**config.mk**
```make
export PLATFORM = sky130hd
export DESIGN_NAME = reg_file_param_flat
export DESIGN_NICKNAME = d
export VERILOG_FILES = /design/src/rtl/reg_file_param_if.sv /design/src/rtl/reg_file_param.sv /design/src/flat_wrapper.sv
export SDC_FILE = /design/constraint.sdc
export NUM_CORES = 1
export LEC_CHECK = 0
export BUFFER_PORTS_ARGS = -buffer_cell sky130_fd_sc_hd__buf_2
export CELL_PAD_IN_SITES_DETAIL_PLACEMENT = 1
export CELL_PAD_IN_SITES_GLOBAL_PLACEMENT = 1
export CORE_MARGIN = 5
export CORE_UTILIZATION = 51
export CTS_CLUSTER_SIZE = 10
export DETAILED_ROUTE_END_ITERATION = 12
export PLACE_DENSITY = 0.87
export REMOVE_ABC_BUFFERS = 1
export SKIP_CTS_REPAIR_TIMING = 1
export SYNTH_ARGS = -nofsm -noshare
export SYNTH_HDL_FRONTEND = slang
export SYNTH_SLANG_ARGS = --single-unit
```
**constraint.sdc**
```tcl
create_clock -name Clk -period 1.9 [get_ports Clk]
set_input_delay 0.19 -clock Clk [delete_from_list [all_inputs] [get_ports Clk]]
set_output_delay 0.19 -clock Clk [all_outputs]
set_load 0.05 [all_outputs]
```
**src/rtl/reg_file_param_if.sv**
```systemverilog
// Bus bundle for reg_file_param: write port, two read ports, clear control and status.
//   master: Load, DR, Din, SR1, SR2, Clear -> ; <- SR1_out, SR2_out, Busy, Wr_drop
//   slave : mirror image, used by the register file itself.
// WIDTH and DEPTH must match the parameters of the reg_file_param instance on this bus.
interface reg_file_param_if #(
  parameter int unsigned WIDTH = 16,
  parameter int unsigned DEPTH = 8
);
  localparam int unsigned ADDR_W = $clog2(DEPTH);

  logic              Load;
  logic [ADDR_W-1:0] DR;
  logic [WIDTH-1:0]  Din;
  logic [ADDR_W-1:0] SR1;
  logic [ADDR_W-1:0] SR2;
  logic [WIDTH-1:0]  SR1_out;
  logic [WIDTH-1:0]  SR2_out;
  logic              Clear;
  logic              Busy;
  logic              Wr_drop;

  modport master (
    output Load, DR, Din, SR1, SR2, Clear,
    input  SR1_out, SR2_out, Busy, Wr_drop
  );

  modport slave (
    input  Load, DR, Din, SR1, SR2, Clear,
    output SR1_out, SR2_out, Busy, Wr_drop
  );
endinterface

```
**src/rtl/reg_file_param.sv**
```systemverilog
// Parametrised register file: DEPTH x WIDTH, one write port, two combinational read ports,
// optional same-cycle write-to-read bypass and a one-register-per-cycle bulk-clear engine.
// Ports:
//   Clk     - clock, rising edge
//   Reset_n - asynchronous active-low reset
//   bus     - reg_file_param_if slave: Load/DR/Din write, SR1/SR2 -> SR1_out/SR2_out reads,
//             Clear request, Busy while clearing, Wr_drop when a requested write is refused
module reg_file_param #(
  parameter int unsigned      WIDTH     = 16,
  parameter int unsigned      DEPTH     = 8,
  parameter bit               BYPASS    = 1'b1,
  parameter logic [WIDTH-1:0] RESET_VAL = '0
) (
  input logic             Clk,
  input logic             Reset_n,
  reg_file_param_if.slave bus
);
  localparam int unsigned ADDR_W = $clog2(DEPTH);
  // One extra bit so the range test also works when DEPTH is a power of two.
  localparam logic [ADDR_W:0]   DepthExt = (ADDR_W + 1)'(DEPTH);
  localparam logic [ADDR_W-1:0] LastIdx  = ADDR_W'(DEPTH - 1);

  typedef enum logic {StIdle, StClearing} state_e;

  state_e            state_q, state_d;
  logic [ADDR_W-1:0] cnt_q, cnt_d;
  logic [WIDTH-1:0]  regs_q [DEPTH];
  logic [WIDTH-1:0]  regs_d [DEPTH];

  logic dr_ok, sr1_ok, sr2_ok, wr_en;

  assign dr_ok  = ({1'b0, bus.DR}  < DepthExt);
  assign sr1_ok = ({1'b0, bus.SR1} < DepthExt);
  assign sr2_ok = ({1'b0, bus.SR2} < DepthExt);
  assign wr_en  = bus.Load && (state_q == StIdle) && dr_ok;

  assign bus.Busy    = (state_q == StClearing);
  assign bus.Wr_drop = bus.Load && !wr_en;

  // Next state: writes only land in idle, the sweep only runs while clearing, so the two
  // never target the file in the same cycle.
  always_comb begin
    state_d = state_q;
    cnt_d   = cnt_q;
    regs_d  = regs_q;
    unique case (state_q)
      StIdle: begin
        if (wr_en) begin
          regs_d[bus.DR] = bus.Din;
        end
        if (bus.Clear) begin
          state_d = StClearing;
          cnt_d   = '0;
        end
      end
      StClearing: begin
        regs_d[cnt_q] = RESET_VAL;
        if (cnt_q == LastIdx) begin
          state_d = StIdle;
          cnt_d   = '0;
        end else begin
          cnt_d = cnt_q + ADDR_W'(1);
        end
      end
      default: state_d = StIdle;
    endcase
  end

  always_ff @(posedge Clk or negedge Reset_n) begin
    if (!Reset_n) begin
      state_q <= StIdle;
      cnt_q   <= '0;
      regs_q  <= '{default: RESET_VAL};
    end else begin
      state_q <= state_d;
      cnt_q   <= cnt_d;
      regs_q  <= regs_d;
    end
  end

  // Read ports: out-of-range addresses read zero; bypass only follows accepted writes.
  always_comb begin
    bus.SR1_out = '0;
    if (sr1_ok) begin
      bus.SR1_out = regs_q[bus.SR1];
    end
    if (BYPASS && wr_en && (bus.SR1 == bus.DR)) begin
      bus.SR1_out = bus.Din;
    end
  end

  always_comb begin
    bus.SR2_out = '0;
    if (sr2_ok) begin
      bus.SR2_out = regs_q[bus.SR2];
    end
    if (BYPASS && wr_en && (bus.SR2 == bus.DR)) begin
      bus.SR2_out = bus.Din;
    end
  end
endmodule

```
**src/flat_wrapper.sv**
```systemverilog
// flat-port wrapper written by rule: the top's interface ports become plain ports
module reg_file_param_flat 
#(
  parameter int unsigned      WIDTH     = 16,
  parameter int unsigned      DEPTH     = 8,
  parameter bit               BYPASS    = 1'b1,
  parameter logic [WIDTH-1:0] RESET_VAL = '0
)
  (Clk, Reset_n, bus_Load, bus_DR, bus_Din, bus_SR1, bus_SR2, bus_Clear, bus_SR1_out, bus_SR2_out, bus_Busy, bus_Wr_drop);
  reg_file_param_if #(.WIDTH(WIDTH), .DEPTH(DEPTH)) bus_i ();
  input logic Clk;
  input logic Reset_n;
  input wire logic [$bits(bus_i.Load)-1:0] bus_Load;
  input wire logic [$bits(bus_i.DR)-1:0] bus_DR;
  input wire logic [$bits(bus_i.Din)-1:0] bus_Din;
  input wire logic [$bits(bus_i.SR1)-1:0] bus_SR1;
  input wire logic [$bits(bus_i.SR2)-1:0] bus_SR2;
  input wire logic [$bits(bus_i.Clear)-1:0] bus_Clear;
  output wire logic [$bits(bus_i.SR1_out)-1:0] bus_SR1_out;
  output wire logic [$bits(bus_i.SR2_out)-1:0] bus_SR2_out;
  output wire logic [$bits(bus_i.Busy)-1:0] bus_Busy;
  output wire logic [$bits(bus_i.Wr_drop)-1:0] bus_Wr_drop;
  assign bus_i.Load = bus_Load;
  assign bus_i.DR = bus_DR;
  assign bus_i.Din = bus_Din;
  assign bus_i.SR1 = bus_SR1;
  assign bus_i.SR2 = bus_SR2;
  assign bus_i.Clear = bus_Clear;
  assign bus_SR1_out = bus_i.SR1_out;
  assign bus_SR2_out = bus_i.SR2_out;
  assign bus_Busy = bus_i.Busy;
  assign bus_Wr_drop = bus_i.Wr_drop;
  reg_file_param #(.WIDTH(WIDTH), .DEPTH(DEPTH), .BYPASS(BYPASS), .RESET_VAL(RESET_VAL)) u_core (.Clk(Clk), .Reset_n(Reset_n), .bus(bus_i));
endmodule
```
==> impl_metrics.env, run 1 <==
export IMPL_outcome="finished with violations"
export IMPL_violations="setup timing"
export IMPL_min_period_ns=2.44
export IMPL_finClkSkew_ns=0.0134
export IMPL_syn_inst=504
export IMPL_syn_area_um2=7670
export IMPL_die_w_um=133
export IMPL_relSlewSlack_pct=50.2
export IMPL_cap_violations=0
export IMPL_vias_per_cell=7.54
export IMPL_diodes=0
export IMPL_drive_above_1_share_pct=49.5
export IMPL_power_density_nw_per_um2=1340
export IMPL_first_iter_violations=876
export IMPL_post_route_drc_count=0
export IMPL_min_path_type="in2reg"
export IMPL_fillCellCount=1325
export IMPL_routabilityCongestion=0.832
export IMPL_hold_viol=0
export IMPL_io_pins=63
export IMPL_fmax_mhz=409
export IMPL_globalRouteTotalUtil_pct=29.7
export IMPL_cts_htree_levels=4
export IMPL_vias=6199
export IMPL_final_nets=657
export IMPL_portBuffers=62
export IMPL_setup_ws_ns=-0.544
export IMPL_start_util_pct=52.4
export IMPL_cts_buffer_depth=2
export IMPL_area_growth_pct=24.1
export IMPL_post_drt_wl_per_cell_um=35.8
export IMPL_tightest_slew_ns=0.748
export IMPL_crit_type="reg2out"
export IMPL_yosysSeqAreaShare_pct=43.0
export IMPL_clk_pin_slew_ns=0.06
export IMPL_grt_pass1_wl_um=39200
export IMPL_power_leakage_nw=4.56
export IMPL_cts_sinks=132
export IMPL_slew_violations=0
export IMPL_min_period_over_period_pct=129
export IMPL_dieHeight_um=133
export IMPL_ant_nets=0
export IMPL_syn_avg_cell_area_um2=15.2
export IMPL_placed_cells=746
export IMPL_cts_tree="built"
export IMPL_clock_latency_ns=0.45
export IMPL_grt_max_degree=57
export IMPL_drt_total_wl_um=29400
export IMPL_vdd_drop_max_mv=0.843
export IMPL_start_kind="flip-flop"
export IMPL_dr_pass1_iters=5
export IMPL_grt_overflow_total=0
export IMPL_antenna_found_initial=0
export IMPL_finalSetupViolCount=32
export IMPL_die_area_um2=17600
export IMPL_arrival_ns=2.25
export IMPL_ys_types=38
export IMPL_cp_end_kind="output pin"
export IMPL_crit_required_ns=1.71
export IMPL_whs_ns=0.123
export IMPL_cts_root_buf="clkbuf_16"
export IMPL_cts_inserted_buffers=17
export IMPL_ys_ff_latch=132
export IMPL_placementRows=44
export IMPL_core_um2=14600
export IMPL_rsz0062_at_grt="yes"
export IMPL_dp_hpwl_um=16100
export IMPL_tns_ns=-12.35
export IMPL_grt_pass1_vias=6255
export IMPL_fin_cells=822
export IMPL_path_max_fanout=3
export IMPL_yosysWarnings=0
[registers in the layout (all words and copies together), names as in the netlist]
register,flops
u_core.cnt_q,3
u_core.regs_q,128
u_core.bus.Busy,1
[worst max-delay path, cell delays in order (launching register included)]
cell	delay, ns
dfrtp_1	0.44
mux4_4	0.64
mux2_4	0.29
mux2_4	0.28
buf_8	0.15
[kinds of logic (layout without fill, tap and decap cells)]
kind of cell / after synthesis / after routing / synth area share, %
AO/OA/AOI/OAI: 139 / 139 / 15.4
XOR/XNOR: 6 / 6 / 0.685
adder cells (fa/ha/maj): 2 / 2 / 0.326
buffers and inverters: 60 / 194 / 5.80
flip-flops: 132 / 132 / 43.0
multiplexers: 129 / 129 / 31.3
AND/OR/NAND/NOR: 36 / 36 / 3.44
[routing by layer]
layer	vias up	track usage (%)	share of wire, %
li1	2296	-	-
met5	-	0	0
met1	3205	36.9	36
met3	143	8.24	11
met4	0	13.1	5.2
met2	555	48.9	48
[final timing paths]
check	from	to	slack, ns	cells past startpoint
worst max-delay path	u_core.regs_q[80]$_DFFE_PN0P_	bus_SR2_out[0]	-0.54	4
worst min-delay path	bus_Din[1]	u_core.regs_q[49]$_DFFE_PN0P_	0.12	2
worst max register to register	u_core.bus.Busy$_DFF_PN0_	u_core.regs_q[28]$_DFFE_PN0P_	0.02	5
worst min register to register	u_core.regs_q[66]$_DFFE_PN0P_	u_core.regs_q[66]$_DFFE_PN0P_	0.53	1
max in group asynchronous	Reset_n	u_core.regs_q[10]$_DFFE_PN0P_	1.03	3
min in group asynchronous	Reset_n	u_core.regs_q[35]$_DFFE_PN0P_	0.21	2
[cell usage in the layout, fill, tap and decap left out, types with 2 or more instances in the layout]
cell type        n
dfrtp_1        131
a22o_1         128
buf_4           81
mux4_2          53
mux2_4          35
mux2_2          29
buf_2           29
clkbuf_16       18
buf_6           18
buf_12          16
buf_8           15
mux4_1          10
a21oi_1          7
xnor2_1          6
nor2_1           6
nand2b_1         5
clkinv_2         5
nor2_4           3
and4b_1          3
nand2_1          3
clkbuf_1         3
and2_1           2
nor2b_1          2
nor4bb_1         2
a32oi_1          2
o21ai_0          2
ha_1             2
bufinv_16        2
clkinvlp_4       2
dlygate4sd3_1    2
[layout make-up]
| class | instances | area [um2] | area share, % |
|---|---|---|---|
| flip-flops and latches | 132 | 3300 | 34.7 |
| clock buffers | 21 | 450 | 4.73 |
| repair buffers | 162 | 1550 | 16.2 |
| inverters | 1 | 3.75 | 0.0394 |
| clock inverters | 10 | 109 | 1.14 |
| multi-input cells | 312 | 3880 | 40.7 |
| well taps | 184 | 230 | 2.42 |
[synthesized netlist by cell type, drive strengths merged]
library cell	n	area share (%)
dfrtp	132	43
a22o	128	15
mux2	64	9.8
mux4	64	21
clkbuf	30	3.3
buf	29	2.5
nor2	9	0.73
a21oi	7	0.46
xnor2	6	0.68
nand2b	5	0.41
and4b	3	0.39
nand2	3	0.15
a32oi	2	0.23
and2	2	0.16
ha	2	0.33
nand4	2	0.24
nor2b	2	0.16
nor3	2	0.28
nor4bb	2	0.26
o21ai	2	0.13
and2b	1	0.11
and3b	1	0.11
and4	1	0.11
inv	1	0.049
mux2i	1	0.13
nand3b	1	0.098
nor3b	1	0.098
or3b	1	0.11
[through the flow]
| stage | utilization (%) | power, mW | setup WS, ns | cell area [um2] |
|---|---|---|---|---|
| 6_report | 65.0 | 12.8 | -0.544 | 9520 |
| 4_1_cts | 61.1 | 11.6 | -0.567 | 8950 |
| 3_5_place_dp | 57.3 | 8.30 | -0.304 | 8390 |
| 5_1_grt | 65.0 | 13.1 | -0.539 | 9520 |
| 3_3_place_gp | 57.3 | 7.94 | -0.245 | 8390 |
| 2_1_floorplan | - | 6.64 | -0.544 | 7230 |
[where the power goes]
| part | internal [mW] | total [mW] | switching, mW |
|---|---|---|---|
| sequential | 3.51 | 4.28 | 0.761 |
| combinational | 2.49 | 5.17 | 2.68 |
| clock | 1.95 | 3.31 | 1.37 |
| total | 7.95 | 12.8 | 4.81 |
Power figures use the tool's default switching activity.
==> run 2, diff against run 1 <==
--- a/config.mk
+++ b/config.mk
@@ -13,6 +13,7 @@
 export CTS_CLUSTER_SIZE = 10
 export DETAILED_ROUTE_END_ITERATION = 12
 export PLACE_DENSITY = 0.87
+export RECOVER_POWER = 50
 export REMOVE_ABC_BUFFERS = 1
 export SKIP_CTS_REPAIR_TIMING = 1
 export SYNTH_ARGS = -nofsm -noshare
==> run 2 against run 1 <==
- the run still ends with setup timing left
- power barely moved
- core utilization fell by 0.21 points
- register-to-register slack got worse by 0.14 ns
- via count rose by 0.11%
- clock power barely moved
- final area fell by 0.33%
==> impl_metrics.env, run 2 (synthesis gave the netlist of run 1 again) <==
export IMPL_io_pins=63
export IMPL_tightest_slew_ns=0.816
export IMPL_clk_pin_slew_ns=0.06
export IMPL_cts_sinks=132
export IMPL_start_kind="flip-flop"
export IMPL_crit_required_ns=1.71
export IMPL_clock_latency_ns=0.45
export IMPL_tns_ns=-13.52
export IMPL_start_util_pct=52.4
export IMPL_core_um2=14600
export IMPL_vias=6206
export IMPL_largest_register_ffs=128
export IMPL_final_cell_mix="131 x dfrtp_1, 128 x a22o_1, 79 x buf_4"
export IMPL_cp_end_kind="output pin"
export IMPL_cap_violations=0
export IMPL_min_path_type="in2reg"
export IMPL_globalRouteTotalUtil_pct=29.7
export IMPL_power_leakage_nw=4.55
export IMPL_post_route_drc_count=0
export IMPL_power_density_nw_per_um2=1340
export IMPL_diodes=0
export IMPL_min_period_over_period_pct=130
export IMPL_final_nets=657
export IMPL_drt_total_wl_um=29400
export IMPL_dieHeight_um=133
export IMPL_fmax_mhz=406
export IMPL_cts_buffer_depth=2
export IMPL_cts_root_buf="clkbuf_16"
export IMPL_fillCellCount=1329
export IMPL_antenna_found_initial=0
export IMPL_final_common_cell="dfrtp_1"
export IMPL_setup_ws_ns=-0.563
export IMPL_violations="setup timing"
export IMPL_ant_nets=0
export IMPL_routabilityCongestion=0.832
export IMPL_dp_hpwl_um=16100
export IMPL_path_max_fanout=3
export IMPL_grt_pass1_vias=6255
export IMPL_outcome="finished with violations"
export IMPL_regMostFlops="u_core.regs_q"
export IMPL_grt_max_degree=57
export IMPL_finalSetupViolCount=61
export IMPL_rsz0062_at_grt="yes"
export IMPL_die_area_um2=17600
export IMPL_hold_viol=0
export IMPL_cts_tree="built"
export IMPL_min_period_ns=2.46
export IMPL_drive_above_1_share_pct=49.4
export IMPL_first_iter_violations=839
export IMPL_finClkSkew_ns=0.0134
export IMPL_pre_cts_slack_ns=-0.304
export IMPL_post_drt_wl_per_cell_um=35.8
export IMPL_portBuffers=62
export IMPL_cts_htree_levels=4
export IMPL_crit_type="reg2out"
export IMPL_grt_pass1_wl_um=39200
export IMPL_die_w_um=133
export IMPL_area_growth_pct=23.7
export IMPL_vias_per_cell=7.55
export IMPL_vdd_drop_max_mv=0.814
export IMPL_slew_violations=0
export IMPL_grt_overflow_total=0
export IMPL_placementRows=44
export IMPL_dr_pass1_iters=5
export IMPL_cts_inserted_buffers=17
export IMPL_relSlewSlack_pct=45.6
export IMPL_arrival_ns=2.27
[run 2: cell types whose count changed in the layout (fill, tap and decap cells not counted)]
cell      delta
buf_12       -2
buf_4        -2
clkbuf_1     +1
clkbuf_2     +1
clkbuf_4     +2
[run 2: routing by layer]
layer,share of wire [%],vias up,track usage [%],wire [um]
met5,0,-,0,0
met4,5.2,0,13.1,1540
met3,10,141,8.24,3070
met2,48,539,48.9,14200
met1,36,3240,36.9,10600
li1,-,2286,-,-
[run 2: cell type report]
class                           count  area, um2  area share (%)
Clock buffer                       21        450            4.75
Clock inverter                     10        109            1.15
Inverter                            1       3.75          0.0395
Multi-Input combinational cell    312       3880            40.9
Sequential cell                   132       3300            34.8
Tap cell                          184        230            2.43
Timing Repair Buffer              162       1520            16.0
[run 2: path summary, 6_finish.rpt]
check | start | endpoint | slack [ns] | cells after the start
max | u_core.regs_q[80]$_DFFE_PN0P_ | bus_SR2_out[0] | -0.56 | 4
min | bus_Din[1] | u_core.regs_q[49]$_DFFE_PN0P_ | 0.13 | 2
max reg2reg | u_core.bus.Busy$_DFF_PN0_ | u_core.regs_q[57]$_DFFE_PN0P_ | -0.12 | 5
min reg2reg | u_core.regs_q[1]$_DFFE_PN0P_ | u_core.regs_q[1]$_DFFE_PN0P_ | 0.53 | 1
max in group asynchronous | Reset_n | u_core.regs_q[10]$_DFFE_PN0P_ | 0.24 | 3
min in group asynchronous | Reset_n | u_core.regs_q[62]$_DFFE_PN0P_ | 0.31 | 2
[run 2: critical path, cell delays in order, from the launching register on]
cell and delay (ns):
dfrtp_1 0.45, mux4_4 0.64, mux2_4 0.29, mux2_4 0.28
buf_8 0.15
[run 2: power by group]
part	internal [mW]	switching (mW)	total, mW
logic	2.47	2.68	5.15
registers	3.51	0.759	4.27
clock network	1.95	1.38	3.32
total	7.93	4.81	12.7
[run 2: metrics by stage]
stage	power (mW)	instance area, um2	hold slack [ns]	util [%]	instances
CTS	11.6	8950	-0.326	61.1	777
floorplan	6.64	7230	-0.106	-	445
detailed placement	8.30	8390	0.138	57.3	746
finish	12.7	9490	0.129	64.8	822
global placement	7.94	8390	0.128	57.3	746
global route	13.1	9490	0.146	64.8	822
